==> config.mk <==
export PLATFORM = sky130hd
export DESIGN_NAME = reg_exchange_ctrl
export DESIGN_NICKNAME = d
export VERILOG_FILES = /design/src/rtl/reg_exchange_pkg.sv /design/src/rtl/reg_exchange_ctrl.sv
export SDC_FILE = /design/constraint.sdc
export NUM_CORES = 1
export LEC_CHECK = 0
export ABC_CLOCK_PERIOD_IN_PS = 3600
export CORE_MARGIN = 2
export CORE_UTILIZATION = 52
export DETAILED_ROUTE_END_ITERATION = 12
export PLACE_DENSITY_LB_ADDON = 0.3
export RECOVER_POWER = 100
export SLEW_MARGIN = 10
export SYNTH_ARGS = -nofsm -noshare
export SYNTH_HDL_FRONTEND = slang
export SYNTH_SLANG_ARGS = --single-unit
==> constraint.sdc <==
create_clock -name clk -period 3.6 [get_ports clk]
set_input_delay 0.72 -clock clk [delete_from_list [all_inputs] [get_ports clk]]
set_output_delay 0.72 -clock clk [all_outputs]
set_load 0.05 [all_outputs]
==> src/rtl/reg_exchange_pkg.sv <==
// Shared types and default sizes for the register exchange controller.
package reg_exchange_pkg;

  localparam int unsigned DefWidth = 8;
  localparam int unsigned DefCntW  = 8;

  typedef enum logic [1:0] {
    StIdle,
    StMove,
    StRestore,
    StDone
  } state_e;

endpackage

==> src/rtl/reg_exchange_ctrl.sv <==
// Two-register exchange controller: sequential three-step swap through a temp register,
// or a single-cycle atomic swap when REG_EXCHANGE_ATOMIC_EN is defined.
module reg_exchange_ctrl
  import reg_exchange_pkg::*;
#(
  parameter int unsigned WIDTH = DefWidth,
  parameter int unsigned CNT_W = DefCntW
) (
  input  logic             clk,
  input  logic             rst_n,
  input  logic             ld_a,
  input  logic             ld_b,
  input  logic [WIDTH-1:0] din,
  input  logic             swap_req,
  output logic             swap_rdy,
  output logic [WIDTH-1:0] q_a,
  output logic [WIDTH-1:0] q_b,
  output logic             done,
  output logic             ld_err,
  output logic [CNT_W-1:0] swap_cnt
);

  logic accept;
  logic load_req;

  assign load_req = ld_a | ld_b;
  assign accept   = swap_req & swap_rdy;

`ifdef REG_EXCHANGE_ATOMIC_EN

  assign swap_rdy = 1'b1;

  always_ff @(posedge clk or negedge rst_n) begin
    if (!rst_n) begin
      q_a      <= '0;
      q_b      <= '0;
      swap_cnt <= '0;
      done     <= 1'b0;
      ld_err   <= 1'b0;
    end else begin
      done   <= accept;
      ld_err <= load_req & accept;
      if (accept) begin
        q_a      <= q_b;
        q_b      <= q_a;
        swap_cnt <= swap_cnt + CNT_W'(1);
      end else begin
        if (ld_a) q_a <= din;
        if (ld_b) q_b <= din;
      end
    end
  end

`else

  state_e           state_q;
  logic [WIDTH-1:0] temp_q;

  assign swap_rdy = (state_q == StIdle);

  always_ff @(posedge clk or negedge rst_n) begin
    if (!rst_n) begin
      state_q  <= StIdle;
      temp_q   <= '0;
      q_a      <= '0;
      q_b      <= '0;
      swap_cnt <= '0;
      done     <= 1'b0;
      ld_err   <= 1'b0;
    end else begin
      done   <= (state_q == StRestore);
      // Loads lose to a same-cycle accept and are refused outside IDLE.
      ld_err <= load_req & (accept | (state_q != StIdle));
      unique case (state_q)
        StIdle: begin
          if (accept) begin
            temp_q  <= q_a;
            state_q <= StMove;
          end else begin
            if (ld_a) q_a <= din;
            if (ld_b) q_b <= din;
          end
        end
        StMove: begin
          q_a     <= q_b;
          state_q <= StRestore;
        end
        StRestore: begin
          q_b      <= temp_q;
          swap_cnt <= swap_cnt + CNT_W'(1);
          state_q  <= StDone;
        end
        StDone: begin
          state_q <= StIdle;
        end
        default: state_q <= StIdle;
      endcase
    end
  end

`endif

endmodule

==> qor.yml, run 1 <==
critical_path:
  r2r_start: "state_q[1]"
  path_delay_family: "buffers and inverters"
  cp.buffers_inverters: 2
  end_kind: "primary output"
  cp-start-kind: "flop"
  path_depth: 3
  startpoint: "state_q[0]"
  critPathMaxStageDelay_ns: 0.90
  reg2reg_to: "q_a[7]"
  path_cells: "inv_1 > ha_1 > dlygate4sd3_1"
  worstSetupPathType: "reg2out"
  ff2ff_setup_slack_ns: 0.96
  cp.arrival_ns: 2.02
  endpoint: "swap_rdy"
  required_ns: 2.88
  slowest_stage: "dlygate4sd3_1"
  r2r_cells: 5
  cp_max_fo: 5
flow_run:
  drv_cap: 1
sta:
  min_period_over_period_pct: 76.12
  period_needed_ns: 2.740
  rsz0062_at_grt: "no"
  worst_pin_slew_ns: 1.864
  setup_tns_ns: 0
  skew_ns: 0.005841
  fmax_mhz: 364.9
  finalSetupViolCount: 0
  relSlewSlack_pct: -24.25
  slew_viol_final: 37
  timing_hold_violations_final: 0
layout:
  drive_above_1_share_pct: 31.25
  nets: 177
  n_antenna_cell: 0
  multi_input_area_um2: 710.7
  area_growth_pct: 27.48
  seq_area_um2: 900.9
  fillers: 236
clock_tree:
  clock_latency_ns: 0.32
  cts_tree: "built"
  cts_max_level: 2
  cts-root-buf: "clkbuf_4"
  cts_sinks: 36
  clkTransAtPathRegs_ns: 0.10
  post-cts-setup-buffer-count: 0
  ctsResizeCount: 0
  postCtsHoldBufs: 0
  cts_made_buffers: 5
  clk_path_buf_depth: 2
grt:
  overflow: 0
  antenna_found_initial: 0
  grt_pass1_vias: 1079
  grt.total_usage_pct: 18.80
  grt_max_degree: 37
  grt_pass1_wl_um: 4940
die:
  dieArea_mm2: 0.003674
  initial_core_util_pct: 54.59
  rows: 20
  die_h_um: 60.61
  die_x_um: 60.61
  core_area_mm2: 0.003053
  ios: 40
synth:
  yosysTopAreaCell: "dfrtp_1"
  yosysWarningCount: 0
  synth_top_area_share_pct: 54.05
  ys_seq_area_share_pct: 54.05
  syn_area_mm2: 0.001667
  postSynthCellCount: 115
  synth.area.top_cells: "dfrtp_1 (54%), mux2_2 (28%), ha_1 (3.8%), xnor2_1 (2.1%), a221oi_4 (1.6%)"
  synth.distinct_cells: 19
  synth_seq_cells: 36
  syn_nets: 133
  syn_avg_cell_area_um2: 14.49
drt:
  via_count: 1054
  via_per_inst: 5.167
  finalWirelength_um: 3055
  drc: 0
  avgRoutedWirePerCell_um: 14.98
  dr.first_iter.drc_count: 41
  final_antenna_net_count: 0
  drtPass1Iterations: 4
placed_design:
  place_congestion: 0.7445
  dp_hpwl_um: 2220
  placement.io_buffers: 39
run_status:
  status: "finished with violations"
  violations: "max-capacitance violations, max-slew violations"
worst_hold_path:
  hold_class: "reg2reg"
## cell usage after synthesis (all sizes together)
cell type	number
xnor2	4
ha	5
buf	3
a21oi	2
nand4	3
and3	1
a221oi	1
nor2b	1
mux2	42
inv	3
nand2	4
dfrtp	36
nor2	4
mux2i	1
nor3	2
xor2	3
## worst reg2reg max path: stages (launching register included)
cell and delay, ns:
dfrtp_1 0.40, inv_1 0.12, ha_1 0.46, nor2_2 0.08, a221oi_1 1.05, mux2_2 0.44
## worst min-delay path by stage
stage	cells past startpoint	startpoint	end	slack (ns)
after floorplan	0	rst_n	done	0.42
after global placement	1	swap_cnt[7]	swap_cnt[7]	0.46
after detailed placement	1	swap_cnt[7]	swap_cnt[7]	0.47
after CTS	1	rst_n	swap_cnt[7]	0.48
after global routing	1	swap_cnt[7]	swap_cnt[7]	0.49
final	1	swap_cnt[7]	swap_cnt[7]	0.47
## final cells by class
cell class | count | share of cell area (%)
clock buffers | 8 | 2.768
inverters | 3 | 0.5300
multi-input cells | 73 | 33.45
flip-flops and latches | 36 | 42.40
well taps | 44 | 2.591
repair buffers | 40 | 18.26
## metrics by stage
| stage | utilization (%) | cell area (um2) | setup WS, ns | hold slack (ns) | cells |
|---|---|---|---|---|---|
| after floorplan | - | 1667 | 1.587 | 0.4244 | 115 |
| after global placement | 68.40 | 2088 | 1.224 | 0.4584 | 196 |
| after detailed placement | 68.40 | 2088 | 1.191 | 0.4664 | 196 |
| after CTS | 70.33 | 2147 | 0.8389 | 0.4823 | 204 |
| after global routing | 69.59 | 2125 | 0.7598 | 0.4921 | 204 |
| final | 69.59 | 2125 | 0.8597 | 0.4688 | 204 |
## layout by cell type, fill, tap and decap left out
cell type        count
clkbuf_4             5
nor2_2               1
clkbuf_8             1
a221oi_1             1
nand4_1              3
mux2i_1              1
clkbuf_1             4
a21oi_1              1
inv_1                3
ha_1                 5
clkdlybuf4s50_1     10
and3_1               1
a21oi_4              1
nor2b_1              1
nand2_1              4
nor2_1               3
mux2_2              42
xnor2_1              4
dlygate4sd3_1       28
dfrtp_1             36
xor2_1               3
nor3_1               2
## per-layer routing
metal | GRT usage (%) | vias up | wire (um) | part of all wire, %
met5 | 0 | - | 0 | 0
met4 | 7.453 | 0 | 40 | 1.3
met3 | 4.691 | 6 | 168 | 5.5
met2 | 30.88 | 29 | 1548 | 51
met1 | 23.96 | 519 | 1297 | 42
li1 | - | 500 | - | -
## kinds of logic after synthesis
group                      synth area share, %
DFF                                      54.05
and+or+nand+nor                          4.430
adders and majority gates                3.754
buffers and inverters                    2.252
AOI/OAI and AO/OA                        2.853
xor gates and xnor gates                 3.679
muxes                                    28.98
## state kept, by name, indices dropped and copies added, names as in the netlist
| signal | flops |
|---|---|
| ld_err | 1 |
| swap_cnt | 8 |
| q_b | 8 |
| state_q | 2 |
| temp_q | 8 |
| done | 1 |
| q_a | 8 |
Power of run 1 is left out: the tool's default activity adds up to more than one toggle a clock period on the data nets, which glitch-free logic cannot reach.
==> run 2: changes to the inputs <==
--- a/config.mk
+++ b/config.mk
@@ -5,9 +5,9 @@
 export SDC_FILE = /design/constraint.sdc
 export NUM_CORES = 1
 export LEC_CHECK = 0
-export ABC_CLOCK_PERIOD_IN_PS = 3600
+export ABC_CLOCK_PERIOD_IN_PS = 2400
 export CORE_MARGIN = 2
-export CORE_UTILIZATION = 52
+export CORE_UTILIZATION = 44
 export DETAILED_ROUTE_END_ITERATION = 12
 export PLACE_DENSITY_LB_ADDON = 0.3
 export RECOVER_POWER = 100
==> constraint.sdc (replaced) <==
create_clock -name clk -period 2.4 [get_ports clk]
set_input_delay 0.48 -clock clk [delete_from_list [all_inputs] [get_ports clk]]
set_output_delay 0.48 -clock clk [all_outputs]
set_load 0.05 [all_outputs]
==> run 2 against run 1 <==
Compared with the run above:
- global-route usage fell by 1.7 points
- setup slack got worse by 0.55 ns
- the run still ends with max-capacitance violations, max-slew violations left
- critical endpoint is now swap_cnt[2]
- first-iteration DRC count fell by 7.3%
- critical path depth fell by 2
- routed wire length rose by 2.5%
- non-clock buffer count rose by 2
- cell area rose by 1.9%
- count of clock-buffer cells in the layout did not move
- clock skew barely moved
- largest cell class unchanged
==> qor.yml, run 2 (synthesis results as in run 1) <==
run_status:
  status: "finished with violations"  # unchanged
  violations: "max-capacitance violations, max-slew violations"  # unchanged
clock_tree:
  postCtsHoldBufs: 0  # unchanged
  cts_max_level: 2  # unchanged
  cts_sinks: 36  # unchanged
  cts_tree: "built"  # unchanged
  post-cts-setup-buffer-count: 0  # unchanged
  clkTransAtPathRegs_ns: 0.06  # was 0.10 ns
  cts_made_buffers: 5  # unchanged
  cts-root-buf: "clkbuf_8"  # was clkbuf_4
  clk_path_buf_depth: 2  # unchanged
  ctsResizeCount: 0  # unchanged
  clock_latency_ns: 0.28  # was 0.32 ns
grt:
  grt_pass1_vias: 1135  # was 1,079
  grt.total_usage_pct: 17.08  # was 18.80%
  grt_max_degree: 37  # unchanged
  overflow: 0  # unchanged
  grt_pass1_wl_um: 5375  # was 4940 um
  antenna_found_initial: 0  # unchanged
sta:
  min_period_over_period_pct: 86.94
  fin_ws_ns: 0.3134  # was 0.8597 ns
  timing_hold_violations_final: 0  # unchanged
  whs_ns: 0.4681  # was 0.4688 ns
  finalSetupViolCount: 0  # unchanged
  period_needed_ns: 2.087
  fmax_mhz: 479.3
  relSlewSlack_pct: -20.83  # was -24.25%
  slew_viol_final: 37  # unchanged
  worst_pin_slew_ns: 1.812  # was 1.864 ns
  setup_tns_ns: 0  # unchanged
  skew_ns: 0.006047  # was 0.005841 ns
  rsz0062_at_grt: "no"  # unchanged
layout:
  nets: 179  # was 177
  area_growth_pct: 29.88  # was 27.48%
  final_common_cell: "mux2_2"  # unchanged
  n_antenna_cell: 0  # unchanged
  final_cell_mix: "mux2_2 (42), dfrtp_1 (36), dlygate4sd3_1 (26), clkdlybuf4s50_1 (11)"  # was mux2_2 (42), dfrtp_1 (36), dlygate4sd3_1 (28), clkdlybuf4s50_1 (10)
  final_cells: 210  # was 204
  drive_above_1_share_pct: 32.10  # was 31.25%
die:
  initial_core_util_pct: 45.52  # was 54.59%
  die_h_um: 65.55  # was 60.61 um
  ios: 40  # unchanged
  dieArea_mm2: 0.004296  # was 0.003674 mm2
  die_x_um: 65.55  # was 60.61 um
  core_area_mm2: 0.003661  # was 0.003053 mm2
  rows: 22  # was 20
drt:
  dr.first_iter.drc_count: 38  # was 41
  drc: 0  # unchanged
  avgRoutedWirePerCell_um: 14.91  # was 14.98 um
  final_antenna_net_count: 0  # unchanged
  via_count: 1040  # was 1,054
  via_per_inst: 4.952  # was 5.167
  finalWirelength_um: 3131  # was 3055 um
  drtPass1Iterations: 4  # unchanged
critical_path:
  critPathMaxStageDelay_ns: 0.90  # about the same
  path_cells: "dlygate4sd3_1"  # was inv_1 > ha_1 > dlygate4sd3_1
  path_delay_family: "buffers and inverters"  # unchanged
  cp_max_fo: 5  # unchanged
  cp-start-kind: "flop"  # unchanged
  required_ns: 1.92  # was 2.88 ns
  cp.arrival_ns: 1.61  # was 2.02 ns
  cp.buffers_inverters: 1  # was 2
  worstSetupPathType: "reg2out"  # unchanged
  slowest_stage: "dlygate4sd3_1"  # unchanged
  end_kind: "primary output"  # unchanged
  ff2ff_setup_slack_ns: 0.38  # was 0.96 ns
worst_hold_path:
  hold_class: "reg2reg"  # unchanged
placed_design:
  place_ws_ns: 0.2441  # was 1.191 ns
  place_congestion: 0.6927  # was 0.7445
  dp_hpwl_um: 2266  # was 2220 um
  placement.io_buffers: 39  # unchanged
  dpl.cell_count: 202  # was 196
flow_run:
  drv_cap: 1  # unchanged
run 2: final cells by class:
type                       instances  area [um2]
clock buffer                       8       90.09
fill                             311        1496
inverter                           3       11.26
multi-input combinational         73       709.4
sequential                        36       900.9
tap                               48       60.06
timing repair buffer              42       392.9
run 2: metrics by stage:
step           util (%)  cell area [um2]
3_3_place_gp      57.52             2106
4_1_cts           59.98             2196
6_report          59.13             2165
5_1_grt           59.13             2165
3_5_place_dp      57.52             2106
2_1_floorplan         -             1667
run 2: per-layer routing:
metal / up-vias / share of wire (%) / GRT usage [%]
met1: 512 / 43 / 20.82
met2: 30 / 51 / 29.21
met4: 0 / 0.80 / 5.469
met5: - / 0 / 0
met3: 5 / 5.0 / 4.795
li1: 493 / - / -
run 2: path summary, 6_finish.rpt:
| check | startpoint | end | cells past startpoint |
|---|---|---|---|
| max | swap_cnt[2] | swap_cnt[2] | 1 |
| min | swap_cnt[7] | swap_cnt[7] | 1 |
| max reg2reg | state_q[0] | q_a[3] | 5 |
| min reg2reg | swap_cnt[7] | swap_cnt[7] | 1 |
| max in group asynchronous | rst_n | temp_q[7] | 1 |
| min in group asynchronous | rst_n | ld_err | 1 |
Power of run 2 is left out for the same reason.
==> run 3: changes to the inputs <==
--- a/config.mk
+++ b/config.mk
@@ -7,9 +7,9 @@
 export LEC_CHECK = 0
 export ABC_CLOCK_PERIOD_IN_PS = 2400
 export CORE_MARGIN = 2
-export CORE_UTILIZATION = 44
+export CORE_UTILIZATION = 27
 export DETAILED_ROUTE_END_ITERATION = 12
-export PLACE_DENSITY_LB_ADDON = 0.3
+export HOLD_SLACK_MARGIN = 0.1
 export RECOVER_POWER = 100
 export SLEW_MARGIN = 10
 export SYNTH_ARGS = -nofsm -noshare
==> run 3 against run 2 <==
Compared with the run above:
- the flow still finishes with violations (max-capacitance violations, max-slew violations)
- flip-flop and latch count did not move
- cell area rose by 0.98%
- hold slack got worse by 0.0037 ns
- core utilization fell by 22 points
- setup slack got worse by 0.015 ns
- clock skew barely moved
- die area rose by 59%
- critical path depth rose by 2
- largest cell class unchanged
- routed wire length rose by 12%
- critical endpoint is now swap_rdy
- first-iteration DRC count fell by 47%
==> qor.yml, run 3 (synthesis results as in run 1) <==
run_status:
  status: "finished with violations"  # unchanged
  violations: "max-capacitance violations, max-slew violations"  # unchanged
sta:
  period_needed_ns: 2.102  # was 2.087 ns
  finalSetupViolCount: 0  # unchanged
  rsz0062_at_grt: "no"  # unchanged
  slew_viol_final: 37  # unchanged
  min_period_over_period_pct: 87.56  # was 86.94%
  worst_pin_slew_ns: 1.880  # was 1.812 ns
  timing_hold_violations_final: 0  # unchanged
  skew_ns: 0.005878  # was 0.006047 ns
  whs_ns: 0.4645  # was 0.4681 ns
  setup_tns_ns: 0  # unchanged
  relSlewSlack_pct: -25.33  # was -20.83%
  fmax_mhz: 475.8  # was 479.3 MHz
layout:
  final_common_cell: "mux2_2"  # unchanged
  design_area_mm2: 0.002186  # was 0.002165 mm2
  nets: 178  # was 179
  drive_above_1_share_pct: 33.13  # was 32.10%
  area_growth_pct: 31.16  # was 29.88%
  n_antenna_cell: 0  # unchanged
  final_core_util_pct: 36.70  # was 59.13%
  final_cell_mix: "mux2_2 (42), dfrtp_1 (36), dlygate4sd3_1 (26), clkdlybuf4s50_1 (11)"  # unchanged
worst_hold_path:
  hold_end: "swap_cnt[7]"  # unchanged
  worstHoldStart: "swap_cnt[7]"  # unchanged
  hold_class: "reg2reg"  # unchanged
  hold_depth: 1  # unchanged
drt:
  via_count: 1056  # was 1,040
  drc: 0  # unchanged
  final_antenna_net_count: 0  # unchanged
  drtPass1Iterations: 4  # unchanged
  avgRoutedWirePerCell_um: 14.86  # was 14.91 um
  via_per_inst: 4.494  # was 4.952
  dr.first_iter.drc_count: 20  # was 38
  finalWirelength_um: 3493  # was 3131 um
placed_design:
  place_congestion: 0.7596  # was 0.6927
  placement.io_buffers: 39  # unchanged
  place_area_mm2: 0.002132  # was 0.002106 mm2
  dp_hpwl_um: 2540  # was 2266 um
clock_tree:
  cts_sinks: 36  # unchanged
  cts_tree: "built"  # unchanged
  clkTransAtPathRegs_ns: 0.06  # about the same
  cts_made_buffers: 5  # unchanged
  cts_max_level: 2  # unchanged
  clock_latency_ns: 0.28  # about the same
  post-cts-setup-buffer-count: 0  # unchanged
  ctsResizeCount: 0  # unchanged
  postCtsHoldBufs: 0  # unchanged
  cts-root-buf: "clkbuf_8"  # unchanged
  clk_path_buf_depth: 2  # unchanged
die:
  ios: 40  # unchanged
  core_area_mm2: 0.005956  # was 0.003661 mm2
  rows: 28  # was 22
  die_h_um: 82.57  # was 65.55 um
  dieArea_mm2: 0.006817  # was 0.004296 mm2
  die_x_um: 82.57  # was 65.55 um
  initial_core_util_pct: 27.98  # was 45.52%
critical_path:
  required_ns: 1.92  # about the same
  r2r_cells: 5  # unchanged
  worstSetupPathType: "reg2out"  # unchanged
  cp-start-kind: "flop"  # unchanged
  ff2ff_setup_slack_ns: 0.34  # was 0.38 ns
  r2r_start: "state_q[0]"  # unchanged
  reg2reg_to: "q_b[7]"  # was q_a[3]
  cp.arrival_ns: 1.62  # was 1.61 ns
  end_kind: "primary output"  # unchanged
  cp_max_fo: 5  # unchanged
grt:
  grt_pass1_wl_um: 5616  # was 5375 um
  overflow: 0  # unchanged
  antenna_found_initial: 0  # unchanged
  grt.total_usage_pct: 11.25  # was 17.08%
  grt_max_degree: 37  # unchanged
  grt_pass1_vias: 1132  # was 1,135
flow_run:
  drv_cap: 1  # unchanged
run 3: cell types whose count changed in the layout (fill, tap and decap cells not counted), sizes merged:
cell    before  now
clkinv       0    1
clkbuf      12    8
buf          1    2
run 3: worst max-delay path by stage:
stage,start,end
floorplan,state_q[0],q_b[0]
global placement,swap_req,q_a[0]
detailed placement,swap_req,q_a[2]
CTS,swap_cnt[3],swap_cnt[3]
global route,rst_n,state_q[1]
finish,state_q[0],swap_rdy
run 3: routing by layer:
layer  routed length, um  vias up  GRT usage (%)
met2                1664       34          18.63
li1                    -      500              -
met3                 209        5          3.478
met4                  39        0          3.443
met1                1580      517          14.05
met5                   0        -              0
run 3: area by class of cell:
type,instances,area [um2]
fill,584,3770
sequential,36,900.9
multi-input combinational,73,709.4
timing repair buffer,41,392.9
tap,75,93.84
clock buffer,6,72.57
inverter,3,11.26
clock inverter,1,5.005
run 3: per-stage QoR:
stage                     instances  worst slack (ns)
after global placement          228            0.3235
after floorplan                 115            0.3874
after global routing            235            0.1819
after CTS                       235            0.3739
final                           235            0.2985
after detailed placement        228            0.2748
run 3: critical path, stage by stage (launching register included):
cell,delay (ns)
dfrtp_1,0.39
inv_1,0.12
ha_1,0.31
clkbuf_1,0.52
Power of run 3 is left out for the same reason.
